## src/rtl/tmds_decoder_if.sv

```systemverilog
// Symbol and decode-result bundle for one TMDS channel decoder.
interface tmds_decoder_if;
   logic [9:0]  sym_in;
   logic        sym_valid;
   logic [7:0]  data;
   logic [1:0]  ctrl;
   logic        de;
   logic        out_valid;
   logic        locked;
   logic        bitslip;
   logic [15:0] err_cnt;

   modport master (
      output sym_in,
      output sym_valid,
      input  data,
      input  ctrl,
      input  de,
      input  out_valid,
      input  locked,
      input  bitslip,
      input  err_cnt
   );

   modport slave (
      input  sym_in,
      input  sym_valid,
      output data,
      output ctrl,
      output de,
      output out_valid,
      output locked,
      output bitslip,
      output err_cnt
   );
endinterface

```

## src/rtl/tmds_decoder.sv

```systemverilog
// TMDS 10b/8b channel decoder with word-alignment FSM.
// Define TMDS_ERR_CNT_EN to count bitslips and lock losses on err_cnt.
module tmds_decoder #(
   parameter int CTRL_MIN   = 12,
   parameter int SEARCH_WIN = 2048,
   parameter int SLIP_WAIT  = 16,
   parameter int LOSS_WIN   = 4096
) (
   input  logic          clk,
   input  logic          rst,
   tmds_decoder_if.slave bus
);
   localparam int RW = $clog2(CTRL_MIN + 1);
   localparam int WW = $clog2(SEARCH_WIN + 1);
   localparam int LW = $clog2(LOSS_WIN + 1);
   localparam int SW = (SLIP_WAIT > 1) ? $clog2(SLIP_WAIT) : 1;

   localparam logic [RW-1:0] RUN_MAX   = RW'(CTRL_MIN);
   localparam logic [RW-1:0] RUN_LAST  = RW'(CTRL_MIN - 1);
   localparam logic [WW-1:0] WIN_LAST  = WW'(SEARCH_WIN - 1);
   localparam logic [LW-1:0] LOSS_LAST = LW'(LOSS_WIN - 1);
   localparam logic [SW-1:0] SLIP_LAST = SW'(SLIP_WAIT - 1);

   localparam logic [9:0] TOK_00 = 10'b1101010100;
   localparam logic [9:0] TOK_01 = 10'b0010101011;
   localparam logic [9:0] TOK_10 = 10'b0101010100;
   localparam logic [9:0] TOK_11 = 10'b1010101011;

   typedef enum logic [1:0] {
      S_SEARCH,
      S_SLIP,
      S_LOCKED
   } state_e;

   state_e        state_q, state_d;
   logic [9:0]    sym1_q;
   logic          vld1_q;
   logic          ovld_q;
   logic [7:0]    data_q, data_d;
   logic [1:0]    ctrl_q, ctrl_d;
   logic          de_q, de_d;
   logic          locked_q, locked_d;
   logic          bitslip_q, bitslip_d;
   logic [RW-1:0] run_q, run_d;
   logic [WW-1:0] win_q, win_d;
   logic [LW-1:0] loss_q, loss_d;
   logic [SW-1:0] slip_q, slip_d;

   logic          is_tok;
   logic [1:0]    tok;
   logic [7:0]    q;
   logic [7:0]    dec;
   logic          acc;
   logic          done;
   logic [RW-1:0] run_inc;

   always_comb begin
      is_tok = 1'b1;
      tok    = 2'b00;
      unique case (sym1_q)
         TOK_00:  tok = 2'b00;
         TOK_01:  tok = 2'b01;
         TOK_10:  tok = 2'b10;
         TOK_11:  tok = 2'b11;
         default: is_tok = 1'b0;
      endcase
   end

   always_comb begin
      q      = sym1_q[9] ? ~sym1_q[7:0] : sym1_q[7:0];
      dec    = '0;
      dec[0] = q[0];
      for (int i = 1; i < 8; i++) begin
         dec[i] = sym1_q[8] ? (q[i] ^ q[i-1])
                            : ~(q[i] ^ q[i-1]);
      end
   end

   // Symbols reaching stage 2 during SLIP are dropped by the FSM.
   assign acc     = vld1_q && (state_q != S_SLIP);
   assign run_inc = (run_q == RUN_MAX) ? run_q : run_q + 1'b1;
   assign done    = acc && is_tok && (run_q == RUN_LAST);

   always_ff @(posedge clk) begin
      if (rst) begin
         state_q <= S_SEARCH;
      end else begin
         state_q <= state_d;
      end
   end

   always_comb begin
      state_d   = state_q;
      run_d     = run_q;
      win_d     = win_q;
      loss_d    = loss_q;
      slip_d    = slip_q;
      bitslip_d = 1'b0;
      unique case (state_q)
         S_SEARCH: begin
            if (acc) begin
               run_d = is_tok ? run_inc : '0;
               win_d = win_q + 1'b1;
               if (done) begin
                  state_d = S_LOCKED;
                  win_d   = '0;
                  loss_d  = '0;
               end else if (win_q == WIN_LAST) begin
                  state_d   = S_SLIP;
                  bitslip_d = 1'b1;
                  run_d     = '0;
                  win_d     = '0;
                  slip_d    = '0;
               end
            end
         end
         S_SLIP: begin
            run_d  = '0;
            win_d  = '0;
            slip_d = slip_q + 1'b1;
            if (slip_q == SLIP_LAST) begin
               state_d = S_SEARCH;
               slip_d  = '0;
            end
         end
         S_LOCKED: begin
            if (acc) begin
               run_d  = is_tok ? run_inc : '0;
               loss_d = loss_q + 1'b1;
               if (done) begin
                  loss_d = '0;
               end else if (loss_q == LOSS_LAST) begin
                  state_d = S_SEARCH;
                  run_d   = '0;
                  win_d   = '0;
                  loss_d  = '0;
               end
            end
         end
         default: state_d = S_SEARCH;
      endcase
   end

   assign locked_d = (state_d == S_LOCKED);

   // Pixel data is blanked whenever the post-edge lock state is low.
   always_comb begin
      data_d = data_q;
      ctrl_d = ctrl_q;
      de_d   = de_q;
      if (vld1_q) begin
         if (is_tok) begin
            ctrl_d = tok;
            data_d = '0;
            de_d   = 1'b0;
         end else begin
            data_d = locked_d ? dec : '0;
            de_d   = locked_d;
         end
      end
   end

   always_ff @(posedge clk) begin
      if (rst) begin
         sym1_q    <= '0;
         vld1_q    <= 1'b0;
         ovld_q    <= 1'b0;
         data_q    <= '0;
         ctrl_q    <= '0;
         de_q      <= 1'b0;
         locked_q  <= 1'b0;
         bitslip_q <= 1'b0;
         run_q     <= '0;
         win_q     <= '0;
         loss_q    <= '0;
         slip_q    <= '0;
      end else begin
         if (bus.sym_valid) begin
            sym1_q <= bus.sym_in;
         end
         vld1_q    <= bus.sym_valid;
         ovld_q    <= vld1_q;
         data_q    <= data_d;
         ctrl_q    <= ctrl_d;
         de_q      <= de_d;
         locked_q  <= locked_d;
         bitslip_q <= bitslip_d;
         run_q     <= run_d;
         win_q     <= win_d;
         loss_q    <= loss_d;
         slip_q    <= slip_d;
      end
   end

   assign bus.data      = data_q;
   assign bus.ctrl      = ctrl_q;
   assign bus.de        = de_q;
   assign bus.out_valid = ovld_q;
   assign bus.locked    = locked_q;
   assign bus.bitslip   = bitslip_q;

`ifdef TMDS_ERR_CNT_EN
   logic [15:0] err_q, err_d;
   logic        loss_ev;

   assign loss_ev = (state_q == S_LOCKED) && (state_d == S_SEARCH);

   always_comb begin
      err_d = err_q;
      if ((bitslip_d || loss_ev) && (err_q != 16'hFFFF)) begin
         err_d = err_q + 1'b1;
      end
   end

   always_ff @(posedge clk) begin
      if (rst) begin
         err_q <= '0;
      end else begin
         err_q <= err_d;
      end
   end

   assign bus.err_cnt = err_q;
`else
   assign bus.err_cnt = 16'h0000;
`endif

endmodule

```

## src/flat_wrapper.sv

```systemverilog
// flat-port wrapper written by rule: the top's interface ports become plain ports
module tmds_decoder_flat 
#(
   parameter int CTRL_MIN   = 12,
   parameter int SEARCH_WIN = 2048,
   parameter int SLIP_WAIT  = 16,
   parameter int LOSS_WIN   = 4096
)
  (clk, rst, bus_sym_in, bus_sym_valid, bus_data, bus_ctrl, bus_de, bus_out_valid, bus_locked, bus_bitslip, bus_err_cnt);
  tmds_decoder_if bus_i ();
  input  logic clk;
  input  logic rst;
  input wire logic [$bits(bus_i.sym_in)-1:0] bus_sym_in;
  input wire logic [$bits(bus_i.sym_valid)-1:0] bus_sym_valid;
  output wire logic [$bits(bus_i.data)-1:0] bus_data;
  output wire logic [$bits(bus_i.ctrl)-1:0] bus_ctrl;
  output wire logic [$bits(bus_i.de)-1:0] bus_de;
  output wire logic [$bits(bus_i.out_valid)-1:0] bus_out_valid;
  output wire logic [$bits(bus_i.locked)-1:0] bus_locked;
  output wire logic [$bits(bus_i.bitslip)-1:0] bus_bitslip;
  output wire logic [$bits(bus_i.err_cnt)-1:0] bus_err_cnt;
  assign bus_i.sym_in = bus_sym_in;
  assign bus_i.sym_valid = bus_sym_valid;
  assign bus_data = bus_i.data;
  assign bus_ctrl = bus_i.ctrl;
  assign bus_de = bus_i.de;
  assign bus_out_valid = bus_i.out_valid;
  assign bus_locked = bus_i.locked;
  assign bus_bitslip = bus_i.bitslip;
  assign bus_err_cnt = bus_i.err_cnt;
  tmds_decoder #(.CTRL_MIN(CTRL_MIN), .SEARCH_WIN(SEARCH_WIN), .SLIP_WAIT(SLIP_WAIT), .LOSS_WIN(LOSS_WIN)) u_core (.clk(clk), .rst(rst), .bus(bus_i));
endmodule
```

## config.mk

```make
export PLATFORM = sky130hd
export DESIGN_NAME = tmds_decoder_flat
export DESIGN_NICKNAME = d
export VERILOG_FILES = /design/src/rtl/tmds_decoder_if.sv /design/src/rtl/tmds_decoder.sv /design/src/flat_wrapper.sv
export SDC_FILE = /design/constraint.sdc
export NUM_CORES = 1
export LEC_CHECK = 0
export ABC_CLOCK_PERIOD_IN_PS = 2750
export BUFFER_PORTS_ARGS = -buffer_cell sky130_fd_sc_hd__clkbuf_2
export CAP_MARGIN = 40
export CORE_MARGIN = 1
export CORE_UTILIZATION = 55
export CTS_CLUSTER_SIZE = 14
export DETAILED_ROUTE_END_ITERATION = 10
export PLACE_DENSITY = 0.77
export SLEW_MARGIN = 20
export SYNTH_ARGS = -nofsm -noshare
export SYNTH_HDL_FRONTEND = slang
export SYNTH_SLANG_ARGS = --single-unit
```

## constraint.sdc

```tcl
create_clock -name clk -period 2.75 [get_ports clk]
set_input_delay 0.275 -clock clk [delete_from_list [all_inputs] [get_ports clk]]
set_output_delay 0.275 -clock clk [all_outputs]
set_load 0.005 [all_outputs]
```

---- Word-level counts from Yosys, hierarchy flattened ----
Index checks and enable logic that the tools add are counted.
storage, ports and cells
  register bits after elaboration ......... 60
  input port bits ......................... 13
  output and inout port bits .............. 30
  word-level logic and storage cells ...... 117
operators by class
  add/sub/neg operators ................... 4
  eq/ne operators ......................... 20
  mux-type cells .......................... 49
  bitwise logic cells ..................... 17
  reductions and logical operators ........ 14
operators by type and width
  operator                 number
  $mux W12                 6
  $mux W13                 5
  $mux W4                  12
  $pmux W12 S3             1
  $pmux W13 S2             1
  $mux W8                  3
  $eq A10 B10 Y1 const B   2
  $mux W2                  7
  $add A13 B1 Y13 const B  1
  $eq A13 B12 Y1 const B   1
  $add A12 B1 Y12 const B  1
  $eq A12 B11 Y1 const B   1
  $eq A4 B4 Y1 const B     3
  $ne A2 B1 Y1 const B     6
  $pmux W2 S3              2
  $pmux W4 S3              1
  $eq A10 B8 Y1 const B    1
  $eq A10 B9 Y1 const B    1
  $mux W1                  10
  $not A1 Y1               9
  $add A4 B1 Y4 const B    2
  $not A8 Y8               1
  $pmux W4 S2              1
  $reduce_and A4 Y1        2
  12 further kinds         24

---- Depth between registers and ports, before layout ----
Gate-level depths: netlist (run 1).
  word-level depth ........................ 11
  depth in mapped cells ................... 10
  gate-level depth less buffers ........... 9

---- Worst setup path before layout (run 1) ----
Ideal clock, no wire load.
  path type ............................... reg-to-reg
  start point ............................. reg u_core.state_q[1]
  end point ............................... reg u_core.data_q[0] (netlist: u_core.bus.data[0])
  setup time .............................. 76 ps
  arrival time ............................ 2259 ps
  data required time ...................... 2674 ps
  path slack .............................. 415 ps
  stages on the path, launching flop included .. 10
  buffers on the path ..................... 0
  clock period less this slack ............ 2335 ps
  cell sequence ........................... dfxtp_1 > inv_1 > ha_1 > inv_1 > nand2_1 > or4b_2 > nor3_1 > a211o_1 > nand4_1 > o21ai_0
between the ends
  word-level cells in the longest chain between the ends .. 10
  elaborated cells on any way between the ends .. 18
  those cells by class .................... 4 x eq/ne; 10 x mux; 4 x reduce/logical
RTL lines
  what                               RTL line                                  RTL
  start, declared                    tmds_decoder.sv:35                        state_e state_q, state_d;
  start signal, assigned             tmds_decoder.sv:88                        state_q <= state_d;
  $ne A2 B1 Y1                       tmds_decoder.sv:80                        assign acc = vld1_q && (state_q != S_SLIP);
  $logic_and A1 B1 Y1                tmds_decoder.sv:80
  $logic_and A1 B1 Y1 (2 in series)  tmds_decoder.sv:82                        assign done = acc && is_tok && (run_q == RUN_LAST);
  $mux W2 (on tied branches)         tmds_decoder.sv:130, tmds_decoder.sv:104
  $mux W2 (on tied branches)         tmds_decoder.sv:127, tmds_decoder.sv:101
  $pmux W2 S3 *                      tmds_decoder.sv:99                        unique case (state_q)
  $eq A2 B2 Y1 *                     tmds_decoder.sv:144                       assign locked_d = (state_d == S_LOCKED);
  $mux W8 *                          tmds_decoder.sv:157                       data_d = locked_d ? dec : '0;
  $mux W8 *                          tmds_decoder.sv:152                       if (is_tok) begin
  end signal, assigned               tmds_decoder.sv:183                       data_q <= data_d;
  end, declared                      tmds_decoder.sv:39                        logic [7:0] data_q, data_d;
Every way passes the cells marked *; elsewhere a longest branch is shown, timed or not.
A chain may end at the register's enable or synchronous reset.

---- Final worst setup path (run 1) ----
Ends and elaborated chain as after synthesis.

==> results of run 1 <==
[cells in the final DEF, fill, tap and decap left out, types with 2 or more instances in the layout]
| cell | netlist | routed |
|---|---|---|
| dfxtp_1 | 60 | 60 |
| nor2_1 | 44 | 44 |
| nand2_1 | 30 | 30 |
| clkbuf_2 | 0 | 26 |
| xnor2_1 | 24 | 24 |
| a21oi_1 | 20 | 19 |
| mux2i_1 | 17 | 17 |
| conb_1 | 1 | 16 |
| o21ai_0 | 15 | 15 |
| nor3_1 | 12 | 12 |
| clkbuf_8 | 0 | 10 |
| buf_4 | 16 | 10 |
| ha_1 | 9 | 9 |
| inv_1 | 7 | 7 |
| and3_1 | 7 | 7 |
| nand3_1 | 7 | 7 |
| nor4_1 | 7 | 7 |
| nor2b_1 | 6 | 6 |
| a31oi_1 | 6 | 6 |
| nand4_1 | 6 | 6 |
| nand2b_1 | 5 | 5 |
| nor3b_1 | 4 | 4 |
| o211ai_1 | 4 | 4 |
| a211oi_1 | 4 | 4 |
| or2_2 | 4 | 4 |
| xor2_1 | 3 | 3 |
| clkinv_2 | 0 | 3 |
| and4bb_2 | 2 | 2 |
| and3b_1 | 2 | 2 |
| and4_1 | 2 | 2 |
| nand3b_1 | 2 | 2 |
| a22oi_1 | 2 | 2 |
| a211o_1 | 2 | 2 |
| or3_1 | 2 | 2 |
| bufinv_16 | 0 | 2 |
[worst max-delay path by stage]
stage                                 start                         endpoint  slack, ps  cells after the start
4_1_cts        u_core.state_q[1]$_SDFF_PP0_  u_core.bus.data[0]$_SDFFE_PP0P_        120                      9
5_1_grt        u_core.state_q[1]$_SDFF_PP0_  u_core.bus.data[3]$_SDFFE_PP0P_         80                     10
2_1_floorplan  u_core.state_q[1]$_SDFF_PP0_  u_core.bus.data[0]$_SDFFE_PP0P_        420                      9
6_report       u_core.state_q[1]$_SDFF_PP0_  u_core.bus.data[0]$_SDFFE_PP0P_        220                     10
3_5_place_dp   u_core.state_q[0]$_SDFF_PP0_    u_core.loss_q[8]$_SDFFE_PP0P_        120                     10
3_3_place_gp   u_core.state_q[1]$_SDFF_PP0_  u_core.bus.data[7]$_SDFFE_PP0P_        260                      9
[per-layer routing]
layer / vias to the layer above / global-route usage (%)
met5: - / 0
met4: 0 / 9.615
met2: 67 / 38.74
met3: 11 / 7.262
li1: 1298 / -
met1: 1184 / 24.24
[flip-flops by register name, summed over array words and instances, names as in the netlist, 2 cells and up]
signal / cells
u_core.slip_q: 4
u_core.win_q: 12
u_core.bus.data: 8
u_core.loss_q: 13
u_core.sym1_q: 10
u_core.run_q: 4
u_core.bus.ctrl: 2
u_core.state_q: 2
[power by group through the flow]
stage	logic, mW	registers (mW)	clock network (mW)
6_report	0.106	0.896	0.860
5_1_grt	0.119	0.897	0.916
4_1_cts	0.106	0.896	0.880
3_5_place_dp	0.106	0.915	0
3_3_place_gp	0.104	0.914	0
2_1_floorplan	0.0969	0.910	0
[layout make-up]
| cell class | count | area, µm² |
|---|---|---|
| Tap cell | 70 | 87.58 |
| Inverter | 7 | 26.28 |
| Clock buffer | 11 | 141.4 |
| Sequential cell | 60 | 1201 |
| Timing Repair Buffer | 36 | 205.2 |
| Fill cell | 433 | 1775 |
| Clock inverter | 5 | 75.07 |
| Multi-Input combinational cell | 278 | 1725 |
[repair_timing]
action,CTS,global route
buffers inserted,0,1
endpoints found under the hold margin,0,0
setup endpoints to repair,0,12
resized for setup,0,1
[cell usage after synthesis (all sizes together), types with 3 or more instances]
master / count
nor3: 12
inv: 7
or2: 4
nor2: 44
dfxtp: 60
a21oi: 20
nor4: 7
clkbuf: 9
a31oi: 6
o211ai: 4
nand3: 8
nand2b: 6
buf: 20
and3: 7
a211oi: 4
xor2: 3
nand2: 30
nor2b: 6
nand4: 6
ha: 9
nor3b: 4
xnor2: 24
o21ai: 16
mux2i: 17
[per-stage QoR]
step                      util (%)  setup WS [ps]  hold WS, ps
after floorplan                  -          415.1        422.2
after global placement       61.75          263.7        434.1
after detailed placement     61.75          124.2        442.5
after CTS                    65.89          116.2        168.6
after global routing         66.10          78.80        186.0
final                        66.10          218.9        179.7
[worst register-to-register path: cells and delay by family, from the launching register on]
kind	cells	cell delay, ps
simple gates	4	1060
flops	1	420
buf+inv	3	410
compound gates	2	320
fa+ha+maj	1	260
[logic make-up (layout without fill, tap and decap cells)]
family          Yosys count  after routing  share of synthesized area [%]
other cells               1             16                         0.1223
compound gates           60             60                          11.92
simple gates            149            149                          25.35
xor+xnor                 27             27                          7.714
buf+inv                  36             59                          6.490
fa+ha+maj                 9              9                          3.674
mux                      17             17                          5.551
flops                    60             60                          39.18
==> impl_metrics.py, run 1 <==
metrics = {
    "yosys": {
        "ys_ff_latch": 60,
        "yosysWarnings": 0,
        "syn-mean-instance-area_um2": 8.539,
        "syn_inst": 359,
        "yosysSeqAreaShare_pct": 39.18,
        "synth_area_um2": 3065,
        "ys_top_cells_by_area": "dfxtp_1, xnor2_1, mux2i_1, nor2_1, buf_4",
        "synth.largest_area_cell": "dfxtp_1",
        "ys_types": 48,
        "synth_top_area_share_pct": 39.18,
        "synthFlopType": "dfxtp_1",
        "async_flop_share_pct": 0,
        "synth_edf_count": 0,
    },
    "clock_tree": {
        "cts_buffers": 9,
        "root_buffer": "clkbuf_8",
        "htreeDepth": 3,
        "cts.sinks": 60,
        "clockBufferDepth": 2,
        "cts_tree": "built",
        "clock_insertion_delay_worst_skew_ps": 340,
        "hold_buffers": 0,
        "clkTransAtPathRegs_ps": 70,
    },
    "sta": {
        "max_freq_ghz": 0.3951,
        "tns_ps": 0,
        "worstMarginPinSlew_ps": 567.4,
        "hold_violations": 0,
        "rsz0062_at_grt": "no",
        "slew_viol_final": 0,
        "fin_skew_ps": 9.739,
        "post-route-min-period_ps": 2531,
        "max_slew_margin_pct": 62.04,
        "setup_viol_count_final": 0,
        "period_share_pct": 92.04,
    },
    "hold_path": {
        "min_to": "u_core.sym1_q[6]$_SDFFE_PP0P_",
        "hold_depth": 3,
        "hold_path_class": "in -> reg",
        "hold_start": "bus_sym_in[6]",
    },
    "power": {
        "clkPwrFrac_pct": 46.2,
        "ir_worst_vdd_mv": 0.4052,
        "swShare_pct": 21.62,
        "p_sw_mw": 0.4026,
        "power.internal_mw": 1.460,
        "power_density_nw_per_um2": 537.9,
        "p_seq_share_pct": 48.1,
        "p_comb_share_pct": 5.7,
        "p_leak_nw": 1.355,
        "p_total_mw": 1.862,
    },
    "final_layout": {
        "fin_nets": 414,
        "synthToLayoutAreaGrowth_pct": 12.94,
        "finalNonFillerCells": 467,
        "drive_above_1_share_pct": 15.87,
        "postLayoutCellArea_um2": 3462,
        "diodes": 0,
    },
    "floorplan": {
        "die-area_um2": 5876,
        "die_h_um": 76.66,
        "dieWidth_um": 76.66,
        "start_util_pct": 58.53,
        "fp.coreArea_um2": 5238,
        "row_count": 26,
        "ioPinCount": 43,
    },
    "critical_path": {
        "path_cells": "inv_1 -> ha_1 -> inv_1 -> nand2_1 -> or4b_2 -> nor3_1 -> a211o_1 -> nand4_1 -> buf_4 -> o21ai_0",
        "cp_num_buf_inv": 3,
        "cp_max_fo": 9,
        "critPathArrivalTime_ps": 2790,
        "cp_slowest_cell": "or4b_2",
        "cp_data_required_time_ps": 3010,
        "r2r_setup_slack_ps": 220,
        "start_kind": "register",
        "path_class": "reg -> reg",
        "crit_path_end_kind": "register",
        "crit_path_frequent_cell": "inv_1",
        "ff2ff_path_depth": 10,
        "slowest_delay_ps": 660,
        "crit_family": "simple AND/OR/NAND/NOR gates",
        "r2r_end": "u_core.bus.data[0]$_SDFFE_PP0P_",
        "r2r_start": "u_core.state_q[1]$_SDFF_PP0_",
    },
    "drt": {
        "highest_layer": "met4",
        "wl_met1_mm": 2.749,
        "routedWlPerCell_um": 13.17,
        "vias": 2560,
        "viasPerCell": 5.482,
        "dr.first_iter.drc_count": 80,
        "detail-route-antenna-nets": 0,
        "drc_errors": 0,
        "first_pass_iters": 4,
        "wirelength_mm": 6.151,
        "met3_length_um": 272,
        "dr_wl_met2_mm": 3.025,
    },
    "global_routing": {
        "grt.overflow.total": 0,
        "grt_pass1_wl_mm": 10.35,
        "grt_pass1_vias": 2395,
        "antenna_found_initial": 0,
        "gr-usage-all-layers_pct": 22.09,
        "grt_max_degree": 35,
    },
    "flow_run": {
        "drv_cap": 0,
    },
    "placed_design": {
        "finalWeightedCongestion": 0.9037,
        "dp.cells": 450,
        "io_buffers": 26,
        "placed_area_um2": 3234,
        "dp_hpwl_mm": 4.369,
    },
    "status": {
        "status": "finished clean",
    },
}
Power figures use the tool's default switching activity.
==> inputs of run 2 (changes only) <==
--- a/config.mk
+++ b/config.mk
@@ -13,6 +13,7 @@
 export CTS_CLUSTER_SIZE = 14
 export DETAILED_ROUTE_END_ITERATION = 10
 export PLACE_DENSITY = 0.77
+export REMOVE_ABC_BUFFERS = 1
 export SLEW_MARGIN = 20
 export SYNTH_ARGS = -nofsm -noshare
 export SYNTH_HDL_FRONTEND = slang
==> impl_metrics.py, run 2 (synthesized netlist as in run 1, its figures left out) <==
metrics = {
    "clock_tree": {
        "clock_insertion_delay_worst_skew_ps": 330,
        "htreeDepth": 3,
        "root_buffer": "clkbuf_8",
        "clockBufferDepth": 2,
        "hold_buffers": 0,
        "cts_tree": "built",
        "cts.sinks": 60,
        "clkTransAtPathRegs_ps": 60,
        "cts_buffers": 9,
    },
    "sta": {
        "period_share_pct": 92.72,
        "max_slew_margin_pct": 63.23,
        "holdWs_ps": 173.2,
        "setup_viol_count_final": 0,
        "worstMarginPinSlew_ps": 549.5,
        "worst_slack_ps": 200.1,
        "slew_viol_final": 0,
        "max_freq_ghz": 0.3922,
        "tns_ps": 0,
        "fin_skew_ps": 8.036,
        "post-route-min-period_ps": 2550,
        "rsz0062_at_grt": "no",
        "hold_violations": 0,
    },
    "critical_path": {
        "slowest_delay_ps": 650,
        "path_cells": "inv_1 -> ha_1 -> inv_1 -> nand2_1 -> or4b_2 -> nor3_1 -> a211o_1 -> nand4_1 -> buf_4 -> o21ai_0",
        "cp_slowest_cell": "or4b_2",
        "crit_family": "simple AND/OR/NAND/NOR gates",
        "crit_path_end_kind": "register",
        "path_class": "reg -> reg",
        "ff2ff_path_depth": 10,
        "cp_data_required_time_ps": 3000,
        "start_kind": "register",
        "critPathArrivalTime_ps": 2800,
        "cp_num_buf_inv": 3,
        "cp_max_fo": 9,
        "crit_path_frequent_cell": "inv_1",
        "cp_num_cells": 10,
    },
    "power": {
        "p_leak_nw": 1.316,
        "power_density_nw_per_um2": 489.7,
        "ir_worst_vdd_mv": 0.2607,
    },
    "drt": {
        "routedWlPerCell_um": 12.66,
        "viasPerCell": 5.525,
        "dr.first_iter.drc_count": 107,
        "first_pass_iters": 4,
        "detail-route-antenna-nets": 0,
        "wirelength_mm": 5.887,
        "drc_errors": 0,
        "vias": 2569,
    },
    "floorplan": {
        "row_count": 26,
        "fp.coreArea_um2": 5238,
        "ioPinCount": 43,
        "dieWidth_um": 76.66,
        "die-area_um2": 5876,
        "start_util_pct": 58.53,
        "die_h_um": 76.66,
    },
    "placed_design": {
        "pre_cts_slack_ps": 169.8,
        "dp.cells": 448,
        "dp_hpwl_mm": 4.214,
        "finalWeightedCongestion": 0.9228,
        "io_buffers": 26,
    },
    "final_layout": {
        "diodes": 0,
        "top_regs": "u_core.loss_q (13), u_core.win_q (12), u_core.sym1_q (10)",
        "largest_register_ff_count": 13,
        "synthToLayoutAreaGrowth_pct": 10.78,
        "finalNonFillerCells": 465,
        "final_cell_mix": "dfxtp_1, nor2_1, nand2_1, clkbuf_2, xnor2_1",
        "fin_nets": 412,
        "layout_commonest_cell": "dfxtp_1",
        "largest_register": "u_core.loss_q",
        "drive_above_1_share_pct": 14.94,
    },
    "global_routing": {
        "grt_pass1_wl_mm": 10.24,
        "grt.overflow.total": 0,
        "antenna_found_initial": 0,
        "grt_pass1_vias": 2288,
        "grt_max_degree": 35,
        "gr-usage-all-layers_pct": 21.79,
    },
    "flow_run": {
        "drv_cap": 0,
    },
    "status": {
        "status": "finished clean",
    },
    "hold_path": {
        "hold_path_class": "in -> reg",
        "hold_depth": 3,
    },
}
run 2: changes by cell type in the layout (fill, tap and decap cells not counted), sizes merged:
cell	before	now
clkbuf	37	40
buf	10	8
bufinv	2	0
clkinv	3	2
run 2: final timing paths:
| check | from | endpoint | slack [ps] |
|---|---|---|---|
| min reg2reg | u_core.bus.de$_SDFFE_PP0P_ | u_core.bus.de$_SDFFE_PP0P_ | 450 |
| min | bus_sym_in[6] | u_core.sym1_q[6]$_SDFFE_PP0P_ | 170 |
| max | u_core.state_q[1]$_SDFF_PP0_ | u_core.bus.data[7]$_SDFFE_PP0P_ | 200 |
| max reg2reg | u_core.state_q[1]$_SDFF_PP0_ | u_core.bus.data[7]$_SDFFE_PP0P_ | 200 |
run 2: per-stage QoR:
step / utilization [%] / power [mW] / area, µm²
after global placement: 61.47 / 1.015 / 3219
final: 64.84 / 1.663 / 3396
after global routing: 64.84 / 1.732 / 3396
after floorplan: - / 0.9791 / 2949
after detailed placement: 61.47 / 1.018 / 3219
after CTS: 64.57 / 1.682 / 3382
run 2: worst register-to-register path, cell delays in order, from the launching register on:
cell     delay [ps]
dfxtp_1         430
inv_1            90
ha_1            260
inv_1           140
nand2_1          80
or4b_2          650
nor3_1          200
a211o_1         160
nand4_1         110
buf_4           190
o21ai_0         160
run 2: area by class of cell:
class                      instances  area [µm²]
clock buffer                      14       152.6
clock inverter                     2       10.01
fill                             460        1842
inverter                           7       26.28
multi-input combinational        278        1728
sequential                        60        1201
tap                               70       87.58
timing repair buffer              34       190.2
run 2: per-layer routing:
metal	wire length, µm	global-route usage [%]	up-vias	share of wire [%]
met5	0	0	-	0
met4	106	10.58	0	1.8
met3	248	4.643	12	4.2
met2	2729	35.50	69	46
met1	2802	27.31	1197	48
li1	-	-	1291	-
run 2: repair_timing:
| action | 4_1_cts | 5_1_grt |
|---|---|---|
| buffers inserted | 0 | 1 |
| gates resized for setup | 0 | 2 |
| setup endpoints to repair | 0 | 14 |
run 2: power by group:
part	leakage, nW	switching, mW	internal, mW
Combinational	0.745	0.0558	0.0470
Sequential	0.486	0.0156	0.882
Clock	0.0844	0.313	0.350
==> inputs of run 3 (changes only) <==
--- a/config.mk
+++ b/config.mk
@@ -5,14 +5,15 @@
 export SDC_FILE = /design/constraint.sdc
 export NUM_CORES = 1
 export LEC_CHECK = 0
-export ABC_CLOCK_PERIOD_IN_PS = 2750
+export ABC_AREA = 1
+export ABC_CLOCK_PERIOD_IN_PS = 2200
 export BUFFER_PORTS_ARGS = -buffer_cell sky130_fd_sc_hd__clkbuf_2
 export CAP_MARGIN = 40
 export CORE_MARGIN = 1
-export CORE_UTILIZATION = 55
+export CORE_UTILIZATION = 52
 export CTS_CLUSTER_SIZE = 14
 export DETAILED_ROUTE_END_ITERATION = 10
-export PLACE_DENSITY = 0.77
+export PLACE_DENSITY = 0.76
 export REMOVE_ABC_BUFFERS = 1
 export SLEW_MARGIN = 20
 export SYNTH_ARGS = -nofsm -noshare
==> constraint.sdc (replaced) <==
create_clock -name clk -period 2.2 [get_ports clk]
set_input_delay 0.22 -clock clk [delete_from_list [all_inputs] [get_ports clk]]
set_output_delay 0.22 -clock clk [all_outputs]
set_load 0.005 [all_outputs]
==> impl_metrics.py, run 3 <==
metrics = {
    "status": {
        "status": "finished clean",
    },
    "flow_run": {
        "drv_cap": 0,
    },
    "final_layout": {
        "drive_above_1_share_pct": 17.72,
        "utilization_pct": 62.99,
        "multiInputGateArea_um2": 1643,
        "largest_register": "u_core.loss_q",
        "layout_commonest_cell": "nand2_1",
        "final_cell_mix": "nand2_1, dfxtp_1, nor2_1, inv_1",
        "diodes": 0,
        "top_regs": "u_core.loss_q (13), u_core.win_q (12), u_core.sym1_q (10)",
        "largest_register_ff_count": 13,
        "nFillCells": 496,
        "register_area_um2": 1204,
        "synthToLayoutAreaGrowth_pct": 14.47,
        "fin_nets": 491,
    },
    "drt": {
        "dr.first_iter.drc_count": 170,
        "vias": 2755,
        "drc_errors": 0,
        "first_pass_iters": 5,
        "detail-route-antenna-nets": 0,
        "wirelength_mm": 6.440,
        "viasPerCell": 5.046,
        "routedWlPerCell_um": 11.79,
    },
    "yosys": {
        "ys_types": 36,
        "synth_common_cells": "nand2_1, dfxtp_1, nor2_1",
        "ys_ff_latch": 60,
        "ys_top_cells_by_area": "dfxtp_1, nand2_1, nor2_1, a21oi_1, xor2_1",
        "syn-mean-instance-area_um2": 7.270,
        "yosysSeqAreaShare_pct": 38.69,
        "syn_inst": 427,
        "async_flop_share_pct": 0,
        "yosysWarnings": 0,
        "synthFlopType": "dfxtp_1",
        "synth_top_area_share_pct": 38.69,
        "synth_edf_count": 0,
        "synth_area_um2": 3104,
        "synth.most_common_cell": "nand2_1",
        "synth.largest_area_cell": "dfxtp_1",
    },
    "clock_tree": {
        "clock_insertion_delay_worst_skew_ps": 350,
        "cts_buffers": 9,
        "clockBufferDepth": 2,
        "hold_buffers": 0,
        "cts_tree": "built",
        "htreeDepth": 3,
        "clkTransAtPathRegs_ps": 70,
        "root_buffer": "clkbuf_8",
        "cts.sinks": 60,
    },
    "power": {
        "power_density_nw_per_um2": 641.7,
        "p_leak_nw": 1.462,
        "ir_worst_vdd_mv": 0.5211,
    },
    "sta": {
        "post-route-min-period_ps": 2070,
        "setup_viol_count_final": 0,
        "max_freq_ghz": 0.4832,
        "rsz0062_at_grt": "yes",
        "tns_ps": 0,
        "period_share_pct": 94.07,
        "fin_skew_ps": 9.575,
        "slew_viol_final": 0,
        "hold_violations": 0,
    },
    "placed_design": {
        "finalWeightedCongestion": 0.8782,
        "io_buffers": 26,
        "dp_hpwl_mm": 4.450,
    },
    "critical_path": {
        "start_kind": "register",
        "path_class": "reg -> reg",
        "cp_data_required_time_ps": 2480,
        "cp_max_fo": 8,
        "crit_path_end_kind": "register",
        "critPathArrivalTime_ps": 2350,
    },
    "floorplan": {
        "fp.coreArea_um2": 5642,
        "row_count": 27,
        "die_h_um": 79.27,
        "dieWidth_um": 79.27,
        "start_util_pct": 55.02,
        "die-area_um2": 6283,
        "ioPinCount": 43,
    },
    "global_routing": {
        "antenna_found_initial": 0,
        "gr-usage-all-layers_pct": 21.72,
        "grt.overflow.total": 0,
        "grt_pass1_vias": 2414,
        "grt_max_degree": 22,
        "grt_pass1_wl_mm": 10.53,
    },
    "hold_path": {
        "hold_path_class": "in -> reg",
    },
}
==> run 3: routing by layer <==
metal / track usage, % / up-vias / wire length (µm)
li1: - / 1429 / -
met1: 27.01 / 1243 / 3102
met2: 34.05 / 75 / 2962
met3: 7.816 / 8 / 308
met4: 8.545 / 0 / 67
met5: 0 / - / 0
==> run 3: worst max-delay path, cell delays in order, from the launching register on <==
cell	delay, ps
dfxtp_2	360
inv_1	80
ha_2	200
inv_2	70
nand2_2	90
nor3_2	200
nand2_2	140
nand2_1	110
nand3_1	230
a21oi_4	260
nand3_1	100
a21oi_1	150
==> run 3: path summary, 6_finish.rpt <==
| kind | slack (ps) | endpoint | startpoint | cells after the start |
|---|---|---|---|---|
| max | 130 | u_core.bus.data[5]$_SDFFE_PP0P_ | u_core.state_q[1]$_SDFF_PP0_ | 11 |
| min | 90 | u_core.sym1_q[2]$_SDFFE_PP0P_ | bus_sym_in[2] | 3 |
| max reg2reg | 130 | u_core.bus.data[5]$_SDFFE_PP0P_ | u_core.state_q[1]$_SDFF_PP0_ | 11 |
| min reg2reg | 460 | u_core.loss_q[12]$_SDFFE_PP0P_ | u_core.loss_q[12]$_SDFFE_PP0P_ | 2 |
==> run 3: area by class of cell <==
| cell class | count | area share, % |
|---|---|---|
| clock buffer | 12 | 4.366 |
| clock inverter | 4 | 1.338 |
| inverter | 47 | 5.035 |
| multi-input combinational | 311 | 46.23 |
| sequential | 60 | 33.87 |
| tap | 72 | 2.535 |
| timing repair buffer | 40 | 6.620 |
==> run 3: logic make-up after synthesis <==
family | synth area share, %
AND/OR/NAND/NOR | 26.84
other | 0.1208
flip-flops | 38.69
XOR/XNOR | 6.489
AO/OA/AOI/OAI | 12.58
buffers and inverters | 11.65
adder cells (fa/ha/maj) | 3.628
==> run 3: timing repair <==
action,4_1_cts,5_1_grt
setup endpoints to repair,4,21
pin swaps,1,3
resized for setup,5,9
buffers inserted,0,3
cloned,0,1
==> run 3: where the power goes <==
group	internal, mW	switching [mW]	leakage (nW)
logic	0.0543	0.0947	0.873
clock network	0.581	0.429	0.102
registers	1.10	0.0177	0.488
total	1.74	0.542	1.46
==> run 3: through the flow <==
step           hold slack [ps]  setup WS, ps  instances  cell area [µm²]  total power, mW
6_report                 89.21         130.4        546             3553            2.280
5_1_grt                  87.59        -41.39        546             3553            2.377
4_1_cts                  77.17         58.90        542             3496            2.299
3_5_place_dp             450.0        -30.55        526             3278            1.289
3_3_place_gp             439.9         58.29        526             3278            1.285
2_1_floorplan            289.1         169.5        417             2975            1.234
